### config.mk
export PLATFORM = sky130hd
export DESIGN_NAME = matrix_wb_arbiter
export DESIGN_NICKNAME = d
export VERILOG_FILES = /design/src/rtl/matrix_wb_arbiter.sv
export SDC_FILE = /design/constraint.sdc
export NUM_CORES = 1
export LEC_CHECK = 0
export BUFFER_PORTS_ARGS = -buffer_cell sky130_fd_sc_hd__buf_4
export CAP_MARGIN = 40
export CORE_AREA = 2 2 91 93
export DETAILED_ROUTE_END_ITERATION = 16
export DIE_AREA = 0 0 93 95
export GPL_ROUTABILITY_DRIVEN = 0
export PLACE_DENSITY = 0.62
export SYNTH_ARGS = -nofsm -noshare
export SYNTH_HDL_FRONTEND = slang
export SYNTH_SLANG_ARGS = --single-unit
### constraint.sdc
create_clock -name clk -period 3.55 [get_ports clk]
set_clock_uncertainty 0.15 [all_clocks]
set_input_delay 0.1775 -clock clk [delete_from_list [all_inputs] [get_ports clk]]
set_output_delay 0.1775 -clock clk [all_outputs]
set_load 0.005 [all_outputs]
### src/rtl/matrix_wb_arbiter.sv
// matrix_wb_arbiter
// Two-master round-robin arbiter in front of the LED matrix framebuffer's
// pipelined Wishbone slave port. Master 0 is the ESP32 bus bridge, master 1
// the on-FPGA pattern generator. A grant is held for the whole CYC, and acks
// are routed only to the owning master.
//
// Ports:
//   clk, resetn            clock, asynchronous active-low reset
//   i_m{0,1}_cyc/stb/we    master bus controls
//   i_m{0,1}_addr/sel/wdata master request payload
//   o_m{0,1}_ack/stall     per-master ack / stall
//   o_m{0,1}_rdata         read data (shared from the slave)
//   o_s_cyc/stb/we/addr/sel/wdata  muxed request toward the slave
//   i_s_ack/stall/rdata    slave responses
//   o_grant                one-hot owner, 00 when idle
//   o_outstanding          accepted but not yet acked requests
module matrix_wb_arbiter #(
    parameter int unsigned AW      = 4,
    parameter int unsigned DW      = 32,
    parameter int unsigned MAX_OUT = 4
) (
    input  logic                            clk,
    input  logic                            resetn,

    input  logic                            i_m0_cyc,
    input  logic                            i_m0_stb,
    input  logic                            i_m0_we,
    input  logic [AW-1:0]                   i_m0_addr,
    input  logic [DW/8-1:0]                 i_m0_sel,
    input  logic [DW-1:0]                   i_m0_wdata,
    output logic                            o_m0_ack,
    output logic                            o_m0_stall,
    output logic [DW-1:0]                   o_m0_rdata,

    input  logic                            i_m1_cyc,
    input  logic                            i_m1_stb,
    input  logic                            i_m1_we,
    input  logic [AW-1:0]                   i_m1_addr,
    input  logic [DW/8-1:0]                 i_m1_sel,
    input  logic [DW-1:0]                   i_m1_wdata,
    output logic                            o_m1_ack,
    output logic                            o_m1_stall,
    output logic [DW-1:0]                   o_m1_rdata,

    output logic                            o_s_cyc,
    output logic                            o_s_stb,
    output logic                            o_s_we,
    output logic [AW-1:0]                   o_s_addr,
    output logic [DW/8-1:0]                 o_s_sel,
    output logic [DW-1:0]                   o_s_wdata,
    input  logic                            i_s_ack,
    input  logic                            i_s_stall,
    input  logic [DW-1:0]                   i_s_rdata,

    output logic [1:0]                      o_grant,
    output logic [$clog2(MAX_OUT+1)-1:0]    o_outstanding
);

    localparam int unsigned SW = DW / 8;
    localparam int unsigned CW = $clog2(MAX_OUT + 1);

    typedef enum logic [1:0] {
        ST_IDLE = 2'd0,
        ST_G0   = 2'd1,
        ST_G1   = 2'd2
    } state_e;

    state_e          state_q, state_d;
    logic            last_q,  last_d;
    logic [CW-1:0]   cnt_q,   cnt_d;

    logic            g0, g1;
    logic            cnt_full;
    logic            accept;
    logic            ack_routed;

    assign g0       = (state_q == ST_G0);
    assign g1       = (state_q == ST_G1);
    assign cnt_full = (cnt_q == CW'(MAX_OUT));

    // Request mux toward the slave; stb is held off once the outstanding limit is hit.
    always_comb begin
        o_s_cyc   = 1'b0;
        o_s_stb   = 1'b0;
        o_s_we    = 1'b0;
        o_s_addr  = '0;
        o_s_sel   = '0;
        o_s_wdata = '0;
        if (g0) begin
            o_s_cyc   = i_m0_cyc;
            o_s_stb   = i_m0_stb & ~cnt_full;
            o_s_we    = i_m0_we;
            o_s_addr  = i_m0_addr;
            o_s_sel   = i_m0_sel;
            o_s_wdata = i_m0_wdata;
        end else if (g1) begin
            o_s_cyc   = i_m1_cyc;
            o_s_stb   = i_m1_stb & ~cnt_full;
            o_s_we    = i_m1_we;
            o_s_addr  = i_m1_addr;
            o_s_sel   = i_m1_sel;
            o_s_wdata = i_m1_wdata;
        end
    end

    // A zero count discards stray acks, e.g. late acks after an aborted cycle.
    assign ack_routed = i_s_ack & (g0 | g1) & (cnt_q != '0);
    assign accept     = o_s_stb & ~i_s_stall;

    assign o_m0_ack   = ack_routed & g0;
    assign o_m1_ack   = ack_routed & g1;
    assign o_m0_stall = g0 ? (cnt_full | i_s_stall) : 1'b1;
    assign o_m1_stall = g1 ? (cnt_full | i_s_stall) : 1'b1;
    assign o_m0_rdata = i_s_rdata;
    assign o_m1_rdata = i_s_rdata;

    assign o_grant       = {g1, g0};
    assign o_outstanding = cnt_q;

    // Arbitration: ties go to the master that was not granted last; no preemption.
    always_comb begin
        state_d = state_q;
        last_d  = last_q;
        cnt_d   = cnt_q;

        unique case (state_q)
            ST_IDLE: begin
                if (i_m0_cyc && i_m1_cyc) begin
                    state_d = last_q ? ST_G0 : ST_G1;
                end else if (i_m0_cyc) begin
                    state_d = ST_G0;
                end else if (i_m1_cyc) begin
                    state_d = ST_G1;
                end
            end
            ST_G0: begin
                if (!i_m0_cyc) begin
                    state_d = i_m1_cyc ? ST_G1 : ST_IDLE;
                end
            end
            ST_G1: begin
                if (!i_m1_cyc) begin
                    state_d = i_m0_cyc ? ST_G0 : ST_IDLE;
                end
            end
            default: state_d = ST_IDLE;
        endcase

        if (state_d == ST_G0) begin
            last_d = 1'b0;
        end else if (state_d == ST_G1) begin
            last_d = 1'b1;
        end

        // Any change of owner (including release to idle) abandons outstanding acks.
        if (state_d != state_q) begin
            cnt_d = '0;
        end else if (accept && !ack_routed) begin
            cnt_d = cnt_q + CW'(1);
        end else if (!accept && ack_routed) begin
            cnt_d = cnt_q - CW'(1);
        end
    end

    always_ff @(posedge clk or negedge resetn) begin
        if (!resetn) begin
            state_q <= ST_IDLE;
            last_q  <= 1'b1;
            cnt_q   <= '0;
        end else begin
            state_q <= state_d;
            last_q  <= last_d;
            cnt_q   <= cnt_d;
        end
    end

    logic unused_sw;
    assign unused_sw = (SW == 0);

endmodule

==> flow_summary.toml, run 1 <==
[floorplan]
start_util_pct = 18.1
dieWidth_um = 93
die_y_um = 95
design.core.area_um2 = 7930
pin_count = 238
fp-row-count = 33
die_area_um2 = 8840

[synth]
netlist.area_leader.share_pct = 34.6
synth_ff_type = "dfrtp_1"
synth_compound_gate_area_share_pct = 33.0
yosysUniqueCellTypes = 29
syn_area_um2 = 1430
yosys.area.top_type = "buf_4"
ys_ff_latch = 6
synth_common_cells = "buf_4, a22o_1, nand2_1"
avgSynthCellArea_um2 = 8.14
synth_top_family_by_area = "buffers and inverters"
synth.most_common_cell = "buf_4"
yosysWarnings = 0
synth_edf_count = 0
synth-adder-area-share_pct = 5.76
syn_nets = 304
synth_simple_gate_area_share_pct = 7.77
synth_seq_area_share_pct = 10.6
synthTopCellsByArea = "buf_4, a22o_1, dfrtp_1"
async_flop_share_pct = 100
synth_cells = 176
synth_xor_area_share_pct = 2.45
muxShareOfSynthArea_pct = 2.10

[global_routing]
grt_pass1_vias = 1444
grt_max_degree = 41
grt_overflow = 0
grt_first_pass_wirelength_mm = 7.69
grt_usage_pct = 10.8
antenna_found_initial = 0

[sta]
min_period_over_period_pct = 82.2
final-max-slew-violation-count = 0
timing.fmax_ghz = 0.343
hold_viol = 0
grt_setup_unrepaired = "false"
finalSetupTns_ns = 0
tightest_slew_ns = 0.916
fin_crit_ns = 2.92
slew_headroom_pct = 38.8
setup_violations = 0

[drt]
routed_wl_mm = 5.19
drtIter0Drc = 40
via_per_inst = 4.19
antenna_left = 0
drc_errors = 0
vias = 1479
drtPass1Iterations = 4
wl_per_cell_um = 14.7

[power]
powerDensity_nw_per_um2 = 636
clockPowerShare_pct = 8.1
p_int_mw = 0.783
p_sw_mw = 0.593
leakage_nw = 1.10
combPwrFrac_pct = 81.5
seqPwrFrac_pct = 10.4
swShare_pct = 43.1
vdd_drop_max_mv = 0.382

[clock_network]
cts_hold_buf = 1
root_buffer = "clkbuf_8"
cts_setup_buffers = 0
cts.sinks = 6
numCtsBuffers = 3
cts_tree = "done"
ctsHtreeMaxLevel = 1
cts_max_path_buffers = 2
worstSkewPairLatency_ns = 0.23
path_clk_slew_ns = 0.04
post_cts_resized = 0

[cells_and_area]
area_delta_synth_final_pct = 51.1
layout.nets = 377
fin_util_pct = 27.3
seq_area_um2 = 151
fillers = 888
multi_input_area_um2 = 742
insertedDiodeCount = 0
drive_above_1_share_pct = 62.1

[min_path]
hold_path.class = "in -> async"

[critical_path]
crit_required_ns = 3.53
crit_arrival_ns = 2.90
cp-start-kind = "flop"
critPathMaxFanout = 23
worstSetupPathType = "reg -> reg"
crit_path_end_kind = "flop"

[placement]
io_buffers = 141
hpwlAfterDp_mm = 4.17

[outcome]
status = "finished clean"

[job]
maxCapViolCount = 0
[cells in the final DEF (no fill, tap or decap), types with 2 or more instances in the layout]
cell | Yosys | final
a22o_1 | 40 | 40
buf_4 | 66 | 142
dfrtp_1 | 5 | 5
o22a_1 | 2 | 2
nor3_1 | 4 | 4
nor2_1 | 5 | 4
mux2i_1 | 3 | 3
nand2_1 | 10 | 10
o22ai_2 | 2 | 2
inv_1 | 4 | 4
clkbuf_8 | 0 | 3
xnor2_1 | 4 | 4
ha_1 | 5 | 4
o21ai_0 | 4 | 4
[registers in the layout, indices dropped and copies added, names as in the netlist]
signal / count
o_outstanding: 3
state_q: 2
last_q: 1
[worst max-delay path, cell delays in order (launching register included)]
cell and delay (ns):
dfrtp_1 0.40, inv_1 0.16, ha_2 0.49, nand2_1 0.15, a221oi_2 0.41, nand2_1 0.12, fa_1 0.40, nor3_1 0.25
nor3_1 0.08, nor4b_2 0.21
[cell type report]
type | count | share of cell area (%)
Inverter | 5 | 0.867
Sequential cell | 6 | 6.99
Multi-Input combinational cell | 90 | 34.3
Tap cell | 105 | 6.07
Timing Repair Buffer | 143 | 49.7
Clock buffer | 4 | 2.08
[path summary, 6_finish.rpt]
check | slack, ns | from | depth (start not counted) | to
worst max-delay path | 0.63 | state_q[1] | 9 | o_outstanding[2]
worst min-delay path | 0.14 | resetn | 2 | o_outstanding[2]
worst max register to register | 0.63 | state_q[1] | 9 | o_outstanding[2]
worst min register to register | 0.34 | last_q | 2 | last_q
max in group asynchronous | 2.91 | resetn | 2 | last_q
min in group clk | 0.21 | i_s_rdata[7] | 0 | o_m0_rdata[7]
[power groups by stage]
stage	sequential, mW	clock, mW	combinational, mW
3_3_place_gp	0.141	0	1.12
3_5_place_dp	0.143	0	1.13
5_1_grt	0.149	0.116	1.24
2_1_floorplan	0.136	0	0.644
6_report	0.143	0.112	1.12
4_1_cts	0.143	0.115	1.14
[metal layers]
layer  GRT usage (%)  routed length (um)
met1            14.6                2190
met5               0                   0
met3            2.63                 507
met2            16.3                2330
met4            4.66                 157
[cell families after synthesis]
logic type,count (synthesis)
AND/OR/NAND/NOR,23
adder cells (fa/ha/maj),6
multiplexers,3
flip-flops,6
XOR/XNOR,4
AO/OA/AOI/OAI,54
buffers and inverters,80
[stage by stage]
step                hold slack (ns)  power, mW  area, um2  instances  setup WS, ns
floorplan                    -0.268      0.780       1430        176          1.08
global placement             -0.161       1.26       2110        348         0.770
detailed placement           -0.158       1.27       2110        348         0.640
CTS                           0.136       1.39       2160        353         0.635
global route                  0.163       1.50       2160        353         0.378
finish                        0.140       1.38       2160        353         0.631
No activity file was read; power rests on OpenSTA's default activity.
==> run 2: changes to the inputs <==
Clock period 3.55 ns to 3.1 ns, I/O delays scaled along.
==> run 2 against run 1 <==
Register-to-register slack worse by 0.24 ns. Critical path depth unchanged. Hold slack worse by 0.021 ns. Sequential power up 15%. Setup slack worse by 0.24 ns. Fmax up 7.6%. Critical path type unchanged. Critical endpoint unchanged. Largest cell class unchanged. Largest power group unchanged.
==> flow_summary.toml, run 2 (same netlist as run 1, synthesis figures left out) <==
[power]
swShare_pct = 42.6
clockPowerShare_pct = 7.8
combPwrFrac_pct = 82.0
leakage_nw = 1.11
p_int_mw = 0.921
seqPwrFrac_pct = 10.2
powerDensity_nw_per_um2 = 732
vdd_drop_max_mv = 0.463
p_total_mw = 1.60
p_sw_mw = 0.683

[clock_network]
cts.sinks = 6
numCtsBuffers = 3
root_buffer = "clkbuf_8"
cts_max_path_buffers = 2
worstSkewPairLatency_ns = 0.23
path_clk_slew_ns = 0.04
ctsHtreeMaxLevel = 1
cts_tree = "done"
cts_setup_buffers = 0

[critical_path]
cp-start-kind = "flop"
slowest_stage = "dfrtp_1"
critPathBufInv = 1
critPathTopFamily = "adder cells"
worst_path_largest_cell_delay_ns = 0.41
worstSetupPathType = "reg -> reg"
path_cells = "inv_1 -> ha_1 -> nand3b_1 -> a221oi_2 -> nand2_1 -> fa_1 -> nor3_1 -> o21ai_0 -> nor4b_2"
crit_required_ns = 3.04
critPathMaxFanout = 6
crit_arrival_ns = 2.66
crit_path_end_kind = "flop"

[drt]
drtPass1Iterations = 4
routed_wl_mm = 5.14
via_per_inst = 4.19
vias = 1486
drc_errors = 0
wl_per_cell_um = 14.5
drtIter0Drc = 34
antenna_left = 0

[sta]
setup_violations = 0
fin_crit_ns = 2.71
finalSetupTns_ns = 0
grt_setup_unrepaired = "false"
min_period_over_period_pct = 87.5
final-max-slew-violation-count = 0
slew_headroom_pct = 66.4
tightest_slew_ns = 0.503
timing.fmax_ghz = 0.369
hold_viol = 0

[placement]
io_buffers = 141
hpwlAfterDp_mm = 4.16

[global_routing]
grt_usage_pct = 10.5
grt_max_degree = 41
grt_overflow = 0
grt_first_pass_wirelength_mm = 7.39
antenna_found_initial = 0
grt_pass1_vias = 1392

[cells_and_area]
final_cell_mix = "buf_4, a22o_1, nand2_1"
final_common_cell = "buf_4"
layout.nets = 379
insertedDiodeCount = 0
largest_register_ffs = 3
drive_above_1_share_pct = 62.4
area_delta_synth_final_pct = 53.0

[floorplan]
start_util_pct = 18.1
fp-row-count = 33
die_area_um2 = 8840
die_y_um = 95
dieWidth_um = 93
design.core.area_um2 = 7930
pin_count = 238

[job]
maxCapViolCount = 0

[min_path]
hold_path.class = "in -> async"

[outcome]
status = "finished clean"
-- run 2: changes by cell type in the layout (fill, tap and decap cells not counted), sizes merged --
cell | before | now
buf | 142 | 144
-- run 2: path summary, 6_finish.rpt --
check | startpoint | depth (start not counted) | slack, ns | end
max | state_q[0] | 9 | 0.39 | o_outstanding[2]
min | resetn | 2 | 0.12 | o_outstanding[2]
max reg2reg | state_q[0] | 9 | 0.39 | o_outstanding[2]
min reg2reg | last_q | 2 | 0.32 | last_q
max in group asynchronous | resetn | 2 | 2.47 | last_q
min in group clk | i_s_rdata[7] | 0 | 0.16 | o_m0_rdata[7]
-- run 2: area by class of cell --
class | count | area (um2)
clock buffer | 4 | 45.0
fill | 860 | 5740
inverter | 5 | 18.8
multi-input combinational | 90 | 742
sequential | 6 | 151
tap | 105 | 131
timing repair buffer | 145 | 1100
-- run 2: timing repair --
action / in CTS / in global routing
resized for setup: 0 / 0
hold endpoints to repair: 6 / 0
hold buffers: 1 / 0
-- run 2: per-stage QoR --
stage	util [%]	instance area, um2	hold WS [ns]	worst slack (ns)	cells
after detailed placement	27.0	2140	-0.183	0.378	350
final	27.7	2190	0.119	0.387	355
after CTS	27.7	2190	0.116	0.375	355
after global placement	27.0	2140	-0.184	0.507	350
after global routing	27.7	2190	0.129	0.0458	355
after floorplan	-	1430	-0.291	0.627	176
-- run 2: power groups by stage --
stage               clock network (mW)  registers [mW]  logic [mW]
global placement                     0           0.161        1.31
CTS                              0.128           0.164        1.34
finish                           0.125           0.164        1.32
detailed placement                   0           0.164        1.32
global route                     0.131           0.169        1.45
floorplan                            0           0.156       0.738
-- run 2: metal layers --
layer	part of all wire, %	global-route usage (%)	wire [um]	up-vias
met1	41	13.5	2120	674
met4	2.6	4.41	134	0
met2	46	16.7	2390	83
met5	0	0	0	-
li1	-	-	-	713
met3	9.7	2.39	499	16
==> run 3: changes to the inputs <==
--- a/constraint.sdc
+++ b/constraint.sdc
@@ -4,2 +4,2 @@
 set_output_delay 0.155 -clock clk [all_outputs]
-set_load 0.005 [all_outputs]
+set_load 0.01 [all_outputs]
==> run 3 against run 2 <==
Routed wire length up 0.74%. Critical path depth did not move. Setup slack got worse by 0.056 ns. Non-clock buffer count stayed put. Clock-buffer cell count unchanged. Via count up 1.4%. Clock power is 3% lower. Critical endpoint unchanged. Highest routed layer unchanged.
==> flow_summary.toml, run 3 (same netlist as run 1, synthesis figures left out) <==
[sta]
fin_crit_ns = 2.77
timing.fmax_ghz = 0.361
setup_ws_ns = 0.332
grt_setup_unrepaired = "false"
slew_headroom_pct = 67.9
setup_violations = 0
holdWs_ns = 0.128
hold_viol = 0
tightest_slew_ns = 0.481
final-max-slew-violation-count = 0
finalSetupTns_ns = 0
min_period_over_period_pct = 89.3

[power]
leakage_nw = 1.11
clockPowerShare_pct = 7.1
p_int_mw = 0.929
swShare_pct = 45.7
combPwrFrac_pct = 83.3
powerDensity_nw_per_um2 = 781
p_sw_mw = 0.782
vdd_drop_max_mv = 0.390
seqPwrFrac_pct = 9.6

[critical_path]
slowest_stage = "a221oi_2"
critPathMaxFanout = 6
crit_required_ns = 3.04
critPathBufInv = 1
path_cells = "inv_1 -> ha_1 -> nand3b_1 -> a221oi_2 -> nand2_1 -> fa_1 -> nor3_1 -> o21ai_0 -> nor4b_2"
crit_path_end_kind = "flop"
worstSetupPathType = "reg -> reg"
cp-start-kind = "flop"
worst_path_largest_cell_delay_ns = 0.42
critPathTopFamily = "simple AND/OR/NAND/NOR gates"
crit_arrival_ns = 2.71

[floorplan]
design.core.area_um2 = 7930
die_y_um = 95
die_area_um2 = 8840
pin_count = 238
fp-row-count = 33
dieWidth_um = 93
start_util_pct = 18.1

[clock_network]
numCtsBuffers = 3
root_buffer = "clkbuf_8"
post_cts_resized = 0
cts_tree = "done"
cts.sinks = 6
path_clk_slew_ns = 0.04
ctsHtreeMaxLevel = 1
cts_setup_buffers = 0
cts_max_path_buffers = 2
worstSkewPairLatency_ns = 0.21

[global_routing]
grt_overflow = 0
antenna_found_initial = 0
grt_pass1_vias = 1440
grt_first_pass_wirelength_mm = 7.59
grt_usage_pct = 10.6
grt_max_degree = 41

[outcome]
status = "finished clean"

[drt]
wl_per_cell_um = 14.6
drtIter0Drc = 34
vias = 1507
antenna_left = 0
via_per_inst = 4.25
drc_errors = 0
drtPass1Iterations = 4
routed_wl_mm = 5.18

[placement]
hpwlAfterDp_mm = 4.27
io_buffers = 141
dpl_worst_slack_ns = 0.371

[job]
maxCapViolCount = 0

[cells_and_area]
layout.nets = 379
drive_above_1_share_pct = 62.4
fin_util_pct = 27.7
fillers = 849
final_common_cell = "buf_4"
largest_register_ffs = 3
area_delta_synth_final_pct = 53.0
final_cell_mix = "buf_4, a22o_1, nand2_1"
insertedDiodeCount = 0

[min_path]
hold_path.class = "in -> async"
## run 3: cell counts in the layout (fill, tap and decap cells not counted)
Identical to the previous run, type by type.
## run 3: cell type report
cell class | instances | area (um2) | area share (%)
timing repair buffer | 145 | 1100 | 50.3
sequential | 6 | 151 | 6.91
clock buffer | 4 | 45.0 | 2.05
multi-input combinational | 90 | 742 | 33.8
inverter | 5 | 18.8 | 0.856
tap | 105 | 131 | 5.99
## run 3: per-stage QoR
stage                     std cells  cell area (um2)  power (mW)
after detailed placement        350             2140        1.59
after global placement          350             2140        1.58
after floorplan                 176             1430        1.02
final                           355             2190        1.71
after global routing            355             2190        1.86
after CTS                       355             2190        1.73
## run 3: what timing repair did
| item | in CTS | in global routing |
|---|---|---|
| hold buffers | 1 | 0 |
| endpoints found under the setup margin | 0 | 0 |
| endpoints found under the hold margin | 6 | 0 |
## run 3: routing by layer
layer / vias up / global-route usage [%] / wire, um
li1: 717 / - / -
met1: 688 / 13.3 / 2040
met2: 88 / 18.2 / 2510
met3: 14 / 2.23 / 493
met4: 0 / 3.55 / 126
met5: - / 0 / 0
## run 3: path summary, 6_finish.rpt
kind	slack [ns]	cells after the start	endpoint	start
worst min-delay path	0.13	2	o_outstanding[0]	resetn
min in group clk	0.16	0	o_m0_rdata[7]	i_s_rdata[7]
worst max-delay path	0.33	9	o_outstanding[2]	state_q[0]
worst max register to register	0.33	9	o_outstanding[2]	state_q[0]
worst min register to register	0.33	2	last_q	last_q
max in group asynchronous	2.46	2	last_q	resetn
## run 3: power groups by stage
stage	registers, mW	logic [mW]	clock network [mW]
after floorplan	0.161	0.858	0
after global placement	0.161	1.42	0
after detailed placement	0.165	1.43	0
after CTS	0.164	1.45	0.124
after global routing	0.170	1.56	0.130
final	0.164	1.43	0.121
